[src/rtl/cwt_sched_if.sv]
// Bundled handshake signals between the CWT sequencer and its environment
// (frame control, sub-block start/done pairs, BRAM read-out stream).
interface cwt_sched_if #(
    parameter int N  = 1024,
    parameter int J1 = 4
);
    localparam int SW = (J1 > 1) ? $clog2(J1) : 1;
    localparam int AW = $clog2(N * J1);

    logic          start_i;
    logic          dl_busy_i;
    logic          busy_o;
    logic          cwt_done_o;
    logic [2:0]    state_o;
    logic          fft_start_o;
    logic          fft_done_i;
    logic          mul_start_o;
    logic [SW-1:0] mul_scale_o;
    logic          mul_done_i;
    logic          ifft_start_o;
    logic          ifft_done_i;
    logic          store_start_o;
    logic [AW-1:0] store_base_o;
    logic          store_done_i;
    logic          rd_en_o;
    logic [AW-1:0] rd_addr_o;
    logic          valid_o;
    logic          last_o;

    modport master (
        input  start_i, dl_busy_i, fft_done_i, mul_done_i, ifft_done_i, store_done_i,
        output busy_o, cwt_done_o, state_o, fft_start_o, mul_start_o, mul_scale_o,
               ifft_start_o, store_start_o, store_base_o, rd_en_o, rd_addr_o,
               valid_o, last_o
    );

    modport slave (
        output start_i, dl_busy_i, fft_done_i, mul_done_i, ifft_done_i, store_done_i,
        input  busy_o, cwt_done_o, state_o, fft_start_o, mul_start_o, mul_scale_o,
               ifft_start_o, store_start_o, store_base_o, rd_en_o, rd_addr_o,
               valid_o, last_o
    );
endinterface

[src/rtl/cwt_sched.sv]
// CWT frame sequencer: one FFT, then MUL/IFFT/STORE per scale, then a
// backpressured read-out of all N*J1 stored results.
module cwt_sched #(
    parameter int N  = 1024,
    parameter int J1 = 4
) (
    input  logic         clk,
    input  logic         rst,
    cwt_sched_if.master  bus
);
    localparam int SW    = (J1 > 1) ? $clog2(J1) : 1;
    localparam int AW    = $clog2(N * J1);
    localparam int LOG2N = $clog2(N);
    localparam logic [SW-1:0] J_LAST = SW'(J1 - 1);
    localparam logic [AW-1:0] A_LAST = AW'(N * J1 - 1);

    typedef enum logic [2:0] {
        S_IDLE  = 3'd0,
        S_FFT   = 3'd1,
        S_MUL   = 3'd2,
        S_IFFT  = 3'd3,
        S_STORE = 3'd4,
        S_READ  = 3'd5,
        S_DONE  = 3'd6
    } state_e;

    state_e        state_q, state_d;
    logic [SW-1:0] j_q, j_d;
    logic [AW-1:0] rd_addr_q, rd_addr_d;
    logic [AW-1:0] store_base_q, store_base_d;
    logic          fft_start_q, fft_start_d;
    logic          mul_start_q, mul_start_d;
    logic          ifft_start_q, ifft_start_d;
    logic          store_start_q, store_start_d;
    logic          valid_q, valid_d;
    logic          last_q, last_d;
    logic          rd_en;

    // Handshakes: each *_start_o is high only in the first cycle of its wait
    // state; the matching *_done_i advances the FSM only in that wait state
    // and never in the start cycle. The read side issues whenever dl_busy_i
    // is low, and valid_o follows rd_en_o by exactly one cycle.
    always_comb begin
        state_d       = state_q;
        j_d           = j_q;
        rd_addr_d     = rd_addr_q;
        store_base_d  = store_base_q;
        fft_start_d   = 1'b0;
        mul_start_d   = 1'b0;
        ifft_start_d  = 1'b0;
        store_start_d = 1'b0;
        valid_d       = 1'b0;
        last_d        = 1'b0;
        rd_en         = 1'b0;
        case (state_q)
            S_IDLE: begin
                if (bus.start_i) begin
                    state_d     = S_FFT;
                    fft_start_d = 1'b1;
                end
            end
            S_FFT: begin
                if (bus.fft_done_i && !fft_start_q) begin
                    state_d     = S_MUL;
                    mul_start_d = 1'b1;
                end
            end
            S_MUL: begin
                if (bus.mul_done_i && !mul_start_q) begin
                    state_d      = S_IFFT;
                    ifft_start_d = 1'b1;
                end
            end
            S_IFFT: begin
                if (bus.ifft_done_i && !ifft_start_q) begin
                    state_d       = S_STORE;
                    store_start_d = 1'b1;
                    store_base_d  = AW'(j_q) << LOG2N;
                end
            end
            S_STORE: begin
                if (bus.store_done_i && !store_start_q) begin
                    if (j_q == J_LAST) begin
                        state_d   = S_READ;
                        rd_addr_d = '0;
                    end else begin
                        state_d     = S_MUL;
                        j_d         = j_q + SW'(1);
                        mul_start_d = 1'b1;
                    end
                end
            end
            S_READ: begin
                rd_en = !bus.dl_busy_i;
                if (rd_en) begin
                    valid_d = 1'b1;
                    if (rd_addr_q == A_LAST) begin
                        last_d    = 1'b1;
                        rd_addr_d = '0;
                        state_d   = S_DONE;
                    end else begin
                        rd_addr_d = rd_addr_q + AW'(1);
                    end
                end
            end
            S_DONE: begin
                state_d   = S_IDLE;
                j_d       = '0;
                rd_addr_d = '0;
            end
            default: state_d = S_IDLE;
        endcase
    end

    always_ff @(posedge clk) begin
        if (rst) begin
            state_q       <= S_IDLE;
            j_q           <= '0;
            rd_addr_q     <= '0;
            store_base_q  <= '0;
            fft_start_q   <= 1'b0;
            mul_start_q   <= 1'b0;
            ifft_start_q  <= 1'b0;
            store_start_q <= 1'b0;
            valid_q       <= 1'b0;
            last_q        <= 1'b0;
        end else begin
            state_q       <= state_d;
            j_q           <= j_d;
            rd_addr_q     <= rd_addr_d;
            store_base_q  <= store_base_d;
            fft_start_q   <= fft_start_d;
            mul_start_q   <= mul_start_d;
            ifft_start_q  <= ifft_start_d;
            store_start_q <= store_start_d;
            valid_q       <= valid_d;
            last_q        <= last_d;
        end
    end

    assign bus.busy_o        = (state_q != S_IDLE);
    assign bus.cwt_done_o    = (state_q == S_DONE);
    assign bus.state_o       = state_q;
    assign bus.fft_start_o   = fft_start_q;
    assign bus.mul_start_o   = mul_start_q;
    assign bus.mul_scale_o   = j_q;
    assign bus.ifft_start_o  = ifft_start_q;
    assign bus.store_start_o = store_start_q;
    assign bus.store_base_o  = store_base_q;
    assign bus.rd_en_o       = rd_en;
    assign bus.rd_addr_o     = rd_addr_q;
    assign bus.valid_o       = valid_q;
    assign bus.last_o        = last_q;
endmodule

[src/flat_wrapper.sv]
// flat-port wrapper written by rule: the top's interface ports become plain ports
module cwt_sched_flat 
#(
    parameter int N  = 1024,
    parameter int J1 = 4
)
  (clk, rst, bus_start_i, bus_dl_busy_i, bus_fft_done_i, bus_mul_done_i, bus_ifft_done_i, bus_store_done_i, bus_busy_o, bus_cwt_done_o, bus_state_o, bus_fft_start_o, bus_mul_start_o, bus_mul_scale_o, bus_ifft_start_o, bus_store_start_o, bus_store_base_o, bus_rd_en_o, bus_rd_addr_o, bus_valid_o, bus_last_o);
  cwt_sched_if #(.N(N), .J1(J1)) bus_i ();
  input  logic clk;
  input  logic rst;
  input wire logic [$bits(bus_i.start_i)-1:0] bus_start_i;
  input wire logic [$bits(bus_i.dl_busy_i)-1:0] bus_dl_busy_i;
  input wire logic [$bits(bus_i.fft_done_i)-1:0] bus_fft_done_i;
  input wire logic [$bits(bus_i.mul_done_i)-1:0] bus_mul_done_i;
  input wire logic [$bits(bus_i.ifft_done_i)-1:0] bus_ifft_done_i;
  input wire logic [$bits(bus_i.store_done_i)-1:0] bus_store_done_i;
  output wire logic [$bits(bus_i.busy_o)-1:0] bus_busy_o;
  output wire logic [$bits(bus_i.cwt_done_o)-1:0] bus_cwt_done_o;
  output wire logic [$bits(bus_i.state_o)-1:0] bus_state_o;
  output wire logic [$bits(bus_i.fft_start_o)-1:0] bus_fft_start_o;
  output wire logic [$bits(bus_i.mul_start_o)-1:0] bus_mul_start_o;
  output wire logic [$bits(bus_i.mul_scale_o)-1:0] bus_mul_scale_o;
  output wire logic [$bits(bus_i.ifft_start_o)-1:0] bus_ifft_start_o;
  output wire logic [$bits(bus_i.store_start_o)-1:0] bus_store_start_o;
  output wire logic [$bits(bus_i.store_base_o)-1:0] bus_store_base_o;
  output wire logic [$bits(bus_i.rd_en_o)-1:0] bus_rd_en_o;
  output wire logic [$bits(bus_i.rd_addr_o)-1:0] bus_rd_addr_o;
  output wire logic [$bits(bus_i.valid_o)-1:0] bus_valid_o;
  output wire logic [$bits(bus_i.last_o)-1:0] bus_last_o;
  assign bus_i.start_i = bus_start_i;
  assign bus_i.dl_busy_i = bus_dl_busy_i;
  assign bus_i.fft_done_i = bus_fft_done_i;
  assign bus_i.mul_done_i = bus_mul_done_i;
  assign bus_i.ifft_done_i = bus_ifft_done_i;
  assign bus_i.store_done_i = bus_store_done_i;
  assign bus_busy_o = bus_i.busy_o;
  assign bus_cwt_done_o = bus_i.cwt_done_o;
  assign bus_state_o = bus_i.state_o;
  assign bus_fft_start_o = bus_i.fft_start_o;
  assign bus_mul_start_o = bus_i.mul_start_o;
  assign bus_mul_scale_o = bus_i.mul_scale_o;
  assign bus_ifft_start_o = bus_i.ifft_start_o;
  assign bus_store_start_o = bus_i.store_start_o;
  assign bus_store_base_o = bus_i.store_base_o;
  assign bus_rd_en_o = bus_i.rd_en_o;
  assign bus_rd_addr_o = bus_i.rd_addr_o;
  assign bus_valid_o = bus_i.valid_o;
  assign bus_last_o = bus_i.last_o;
  cwt_sched #(.N(N), .J1(J1)) u_core (.clk(clk), .rst(rst), .bus(bus_i));
endmodule
[config.mk]
export PLATFORM = sky130hd
export DESIGN_NAME = cwt_sched_flat
export DESIGN_NICKNAME = d
export VERILOG_FILES = /design/src/rtl/cwt_sched_if.sv /design/src/rtl/cwt_sched.sv /design/src/flat_wrapper.sv
export SDC_FILE = /design/constraint.sdc
export NUM_CORES = 1
export LEC_CHECK = 0
export ABC_AREA = 1
export CAP_MARGIN = 10
export CELL_PAD_IN_SITES_DETAIL_PLACEMENT = 0
export CELL_PAD_IN_SITES_GLOBAL_PLACEMENT = 1
export CORE_UTILIZATION = 31
export CTS_CLUSTER_SIZE = 30
export DETAILED_ROUTE_END_ITERATION = 10
export GPL_TIMING_DRIVEN = 1
export PLACE_DENSITY_LB_ADDON = 0.1
export REMOVE_ABC_BUFFERS = 1
export SYNTH_ARGS = -nofsm -noshare
export SYNTH_HDL_FRONTEND = slang
export SYNTH_SLANG_ARGS = --single-unit
[constraint.sdc]
create_clock -name clk -period 1.9 [get_ports clk]
set_input_delay 0.38 -clock clk [delete_from_list [all_inputs] [get_ports clk]]
set_output_delay 0.38 -clock clk [all_outputs]
set_load 0.01 [all_outputs]
* Word level (Yosys, flattened, before mapping)
Cells that the tools add are included.
** Storage, ports and cells
- Bits in registers :: 25
- Bits in latches :: 0
- Bits in writable memories :: 0
- Bits in read-only memories :: 0
- Output and inout bits :: 38
- Logic and storage cells :: 82
- Memories :: 0
** Operators by class
- Add/subtract/negate cells :: 2
- Multipliers :: 0
- Divide/modulo/power cells :: 0
- Magnitude comparators :: 0
- Equality and inequality tests :: 17
- Shift operators :: 0
- Multiplexer cells :: 27
- Bitwise gates (word level) :: 4
- Reduce and logical (&&, ||, !) cells :: 22
** Operator list (count)
- two-way mux 12 bit :: 4
- case mux 12 bit (3 select lines) :: 1
- two-way mux 3 bit :: 8
- case mux 3 bit (6 select lines) :: 1
- adder 12 x 1 -> 12 bit, second input constant :: 1
- == test 12 bit, second input constant :: 1
- inequality test 2 x 1 -> 1 bit, second input constant :: 6
- == test 3 bit, second input constant :: 3
- two-way mux 1 bit :: 9
- OR reduction 2 bit :: 4
- AND reduction 7 bit :: 1
- == test 3 x 2 -> 1 bit, second input constant :: 2
- inequality test 2 bit, second input constant :: 3
- nonzero test 3 bit :: 2
- logical NOT 1 bit :: 5
- logical AND 1 bit :: 4
- two-way mux 2 bit :: 2
- inverter 1 bit :: 4
- case mux 2 bit (2 select lines) :: 1
- AND reduction 4 bit :: 1
- == test 3 x 1 -> 1 bit, second input constant :: 1
- logical NOT 3 bit :: 1
- AND reduction 3 bit :: 1
- OR reduction 3 bit :: 1
- other kinds (5) :: 5

* Depth between registers and ports, before layout
- Depth after elaboration :: 4
- Gate-level depth with buffers :: 11
- Gate-level depth less buffers :: 10

* Worst setup path before layout
Ideal clock, no wire load.
- Kind :: register to output
- Start :: register u_core.state_q[0], in the netlist u_core.bus.state_o[0]
- End :: output bus_rd_en_o
- Arrival time :: 1.117 ns
- Required time :: 1.520 ns
- Slack :: 0.403 ns
- Cell stages (with the launch flop) :: 7
- Path buffers :: 0
- Cell sequence :: dfxtp_1 inv_1 nor2_2 inv_2 nor2_4 inv_1 nor2_1
** Between the ends
- Word-level cells in the longest chain between the ends :: 2
** Ends and longest elaborated chain
- from (decl) :: line cwt_sched.sv:27 : state_e state_q, state_d;
- from (signal assigned) :: line cwt_sched.sv:128 : state_q <= state_d;
- == test 3 bit :: line cwt_sched.sv:55 : case (state_q)
- two-way mux 1 bit :: line cwt_sched.sv:55
- to (decl) :: line flat_wrapper.sv:26 : output wire logic [$bits(bus_i.rd_en_o)-1:0] bus_rd_en_o;
Every way passes these cells.

* Final worst setup path
- Start :: register u_core.state_q[1], in the netlist u_core.bus.state_o[1]
- End :: output bus_busy_o
** Between the ends
- Word-level cells in the longest chain between the ends :: 1
** Ends and longest elaborated chain
- nonzero test 3 bit :: line cwt_sched.sv:141 : assign bus.busy_o = (state_q != S_IDLE);
- to (decl) :: line flat_wrapper.sv:17 : output wire logic [$bits(bus_i.busy_o)-1:0] bus_busy_o;
Every way passes these cells.

==> metrics.cfg <==
[outcome]
status=completed

[cts]
cts_tree=done
cts_sinks=25
numCtsBuffers=3
insertion_delay_ps=280
clock-root-buffer=clkbuf_8
cts_hold_buf=0
cts_max_level=1
clk_pin_slew_ps=100
clockBufferDepth=2

[grt]
antenna_found_initial=0
grtUsageTotal_pct=16.2
grt_pass1_vias=1247
grt_max_degree=17
grt_pass1_wl_um=5750
grt.overflow.total=0

[finish]
nFillCells=450
final_common_cell=nand2_1
n_antenna_cell=0
nets=265
fin_util_pct=45.0
multi_input_area_um2=751
area_growth_pct=34.1
register_area_um2=504
final_cell_mix=nand2_1 (52), nor2_1 (33), clkdlybuf4s50_1 (33), dfxtp_1 (24), inv_1 (20)
layout.cells.non_filler=304
drive_above_1_share_pct=11.4
stdcell_area_mm2=0.00186

[drt]
postRouteWirelength_um=3270
drtAntennaViolNets=0
drtPass1Iterations=4
post_drt_wl_per_cell_um=10.8
num_vias=1373
drt_iter0_markers=56
vias_per_cell=4.52
drc=0

[power_and_ir_drop]
ir_drop_mv=0.690
power_leakage_nw=0.748
powerDensity_mw_per_mm2=1080
power.total_mw=2.02

[die]
fp.dieW_um=68.9
floorplan.rows=23
ios=46
dieArea_mm2=0.00475
die_h_um=68.9
core_mm2=0.00414
initial_core_util_pct=33.5

[yosys]
synth.distinct_cells=26
postSynthAreaPerCell_um2=6.61
synth.area.top_cells=dfxtp_1 (36%), nand2_1 (14%), nor2_1 (8.9%)
synth_cells=210
ys_ff_latch=25
yosysWarnings=0
synth_top_area_share_pct=36.0
synth_top_cell_by_area=dfxtp_1
syn_area_mm2=0.00139
ys_seq_area_share_pct=36.0

[sta]
setup_ws_ps=66.3
final-setup-viol-count=0
hold_violations=0
fin_skew_ps=6.84
worst_pin_slew_ps=497
relSlewSlack_pct=66.8
fin_setup_tns_ps=0
max_clock_freq_mhz=545
report.final.slew_viol_count=0
holdWs_ps=507
min_period_ps=1830
rsz0062_at_grt=no
post-route-period-util_pct=96.5

[critical_path]
path_cells=buf_4 -> nor2_4 -> nand2_1 -> clkdlybuf4s50_1
crit_required_ps=1520
startpoint=u_core.bus.state_o[1]$_SDFFE_PP0P_
reg2reg_depth=10
cp_max_fo=5
worstSetupEndpointType=output pin
critPathCapture=bus_busy_o
rrSetupSlack_ps=220
critical_path.slowest_cell=clkdlybuf4s50_1
reg2reg_to=u_core.bus.rd_addr_o[10]$_SDFFE_PP0P_
critical_path_class=reg2out
start_kind=flip-flop
r2r_start=u_core.bus.state_o[1]$_SDFFE_PP0P_
slowest_delay_ps=480
worstPathArrival_ps=1450

[placement]
place_ws_ps=-12.1
dpl_cell_area_mm2=0.00180
dp_cells=299
globalplace.congestion=0.767
detailed_place_hpwl_um=2500
io_buffers=35

[flow_run]
maxCapViolations=0

[min_path]
min_path_cells=2
hold_path.class=reg2reg
hp-start=u_core.bus.mul_scale_o[1]$_SDFFE_PP0P_

-- synth_stat cells, drive strengths merged --
cell,number
clkinv,1
nor2,37
nand4,6
buf,11
and2,1
nand3,16
xnor2,1
clkbuf,1
conb,1
inv,23
ha,2
o21bai,3
nand3b,2
nor3,6
a21oi,11
nor4,1
nand2,56
o21ai,5
or2,1
dfxtp,25
-- final cells by class --
cell class              count  share of cell area (%)
repair buffers             43                    21.7
well taps                  50                    3.36
clock inverters             1                   0.470
inverters                  24                    4.90
clock buffers               3                    2.22
flip-flops and latches     25                    27.1
multi-input cells         158                    40.3
-- layer usage --
metal | up-vias | global-route usage [%] | share of wire, %
met2 | 33 | 24.3 | 40
met5 | - | 0 | 0
met1 | 601 | 23.2 | 55
met4 | 0 | 3.06 | 0.31
li1 | 737 | - | -
met3 | 2 | 3.95 | 4.7
-- worst max-delay path, delay by kind of cell, from the launching register on --
kind | cells | cell delay [ps]
buffers and inverters | 2 | 630
and+or+nand+nor | 2 | 160
DFF | 1 | 370
-- registers in the layout (all words and copies together), names as in the netlist --
| register | cells |
|---|---|
| u_core.bus.state_o | 3 |
| u_core.bus.last_o | 1 |
| u_core.bus.store_base_o | 2 |
| u_core.bus.mul_scale_o | 2 |
| u_core.bus.fft_start_o | 1 |
| u_core.bus.mul_start_o | 1 |
| u_core.bus.ifft_start_o | 1 |
| u_core.bus.valid_o | 1 |
| u_core.bus.store_start_o | 1 |
| u_core.bus.rd_addr_o | 12 |
-- what timing repair did --
item	CTS	global route
pin swaps	0	1
hold endpoints to repair	0	0
setup buffers	0	1
gates resized for setup	4	4
endpoints found under the setup margin	3	2
-- power breakdown --
| part | leakage (nW) | total (mW) | switching [mW] | internal (mW) |
|---|---|---|---|---|
| combinational | 0.519 | 1.01 | 0.574 | 0.433 |
| sequential | 0.203 | 0.659 | 0.0582 | 0.601 |
| clock | 0.0261 | 0.349 | 0.195 | 0.154 |
-- how the worst min path moves through the flow --
stage	endpoint	slack, ps
after CTS	u_core.bus.mul_scale_o[1]$_SDFFE_PP0P_	520
after floorplan	u_core.bus.mul_scale_o[1]$_SDFFE_PP0P_	450
after detailed placement	u_core.bus.mul_scale_o[1]$_SDFFE_PP0P_	500
final	u_core.bus.mul_scale_o[1]$_SDFFE_PP0P_	510
after global placement	u_core.bus.mul_scale_o[1]$_SDFFE_PP0P_	510
after global routing	u_core.bus.mul_scale_o[1]$_SDFFE_PP0P_	540
-- cells by family after synthesis --
logic type | after synthesis | synth area share (%)
compound gates | 19 | 7.39
flops | 25 | 36.0
other cells | 1 | 0.270
buf+inv | 36 | 13.1
fa+ha+maj | 2 | 1.80
simple gates | 126 | 40.8
xor+xnor | 1 | 0.631
(Power assumes the default switching activity.)
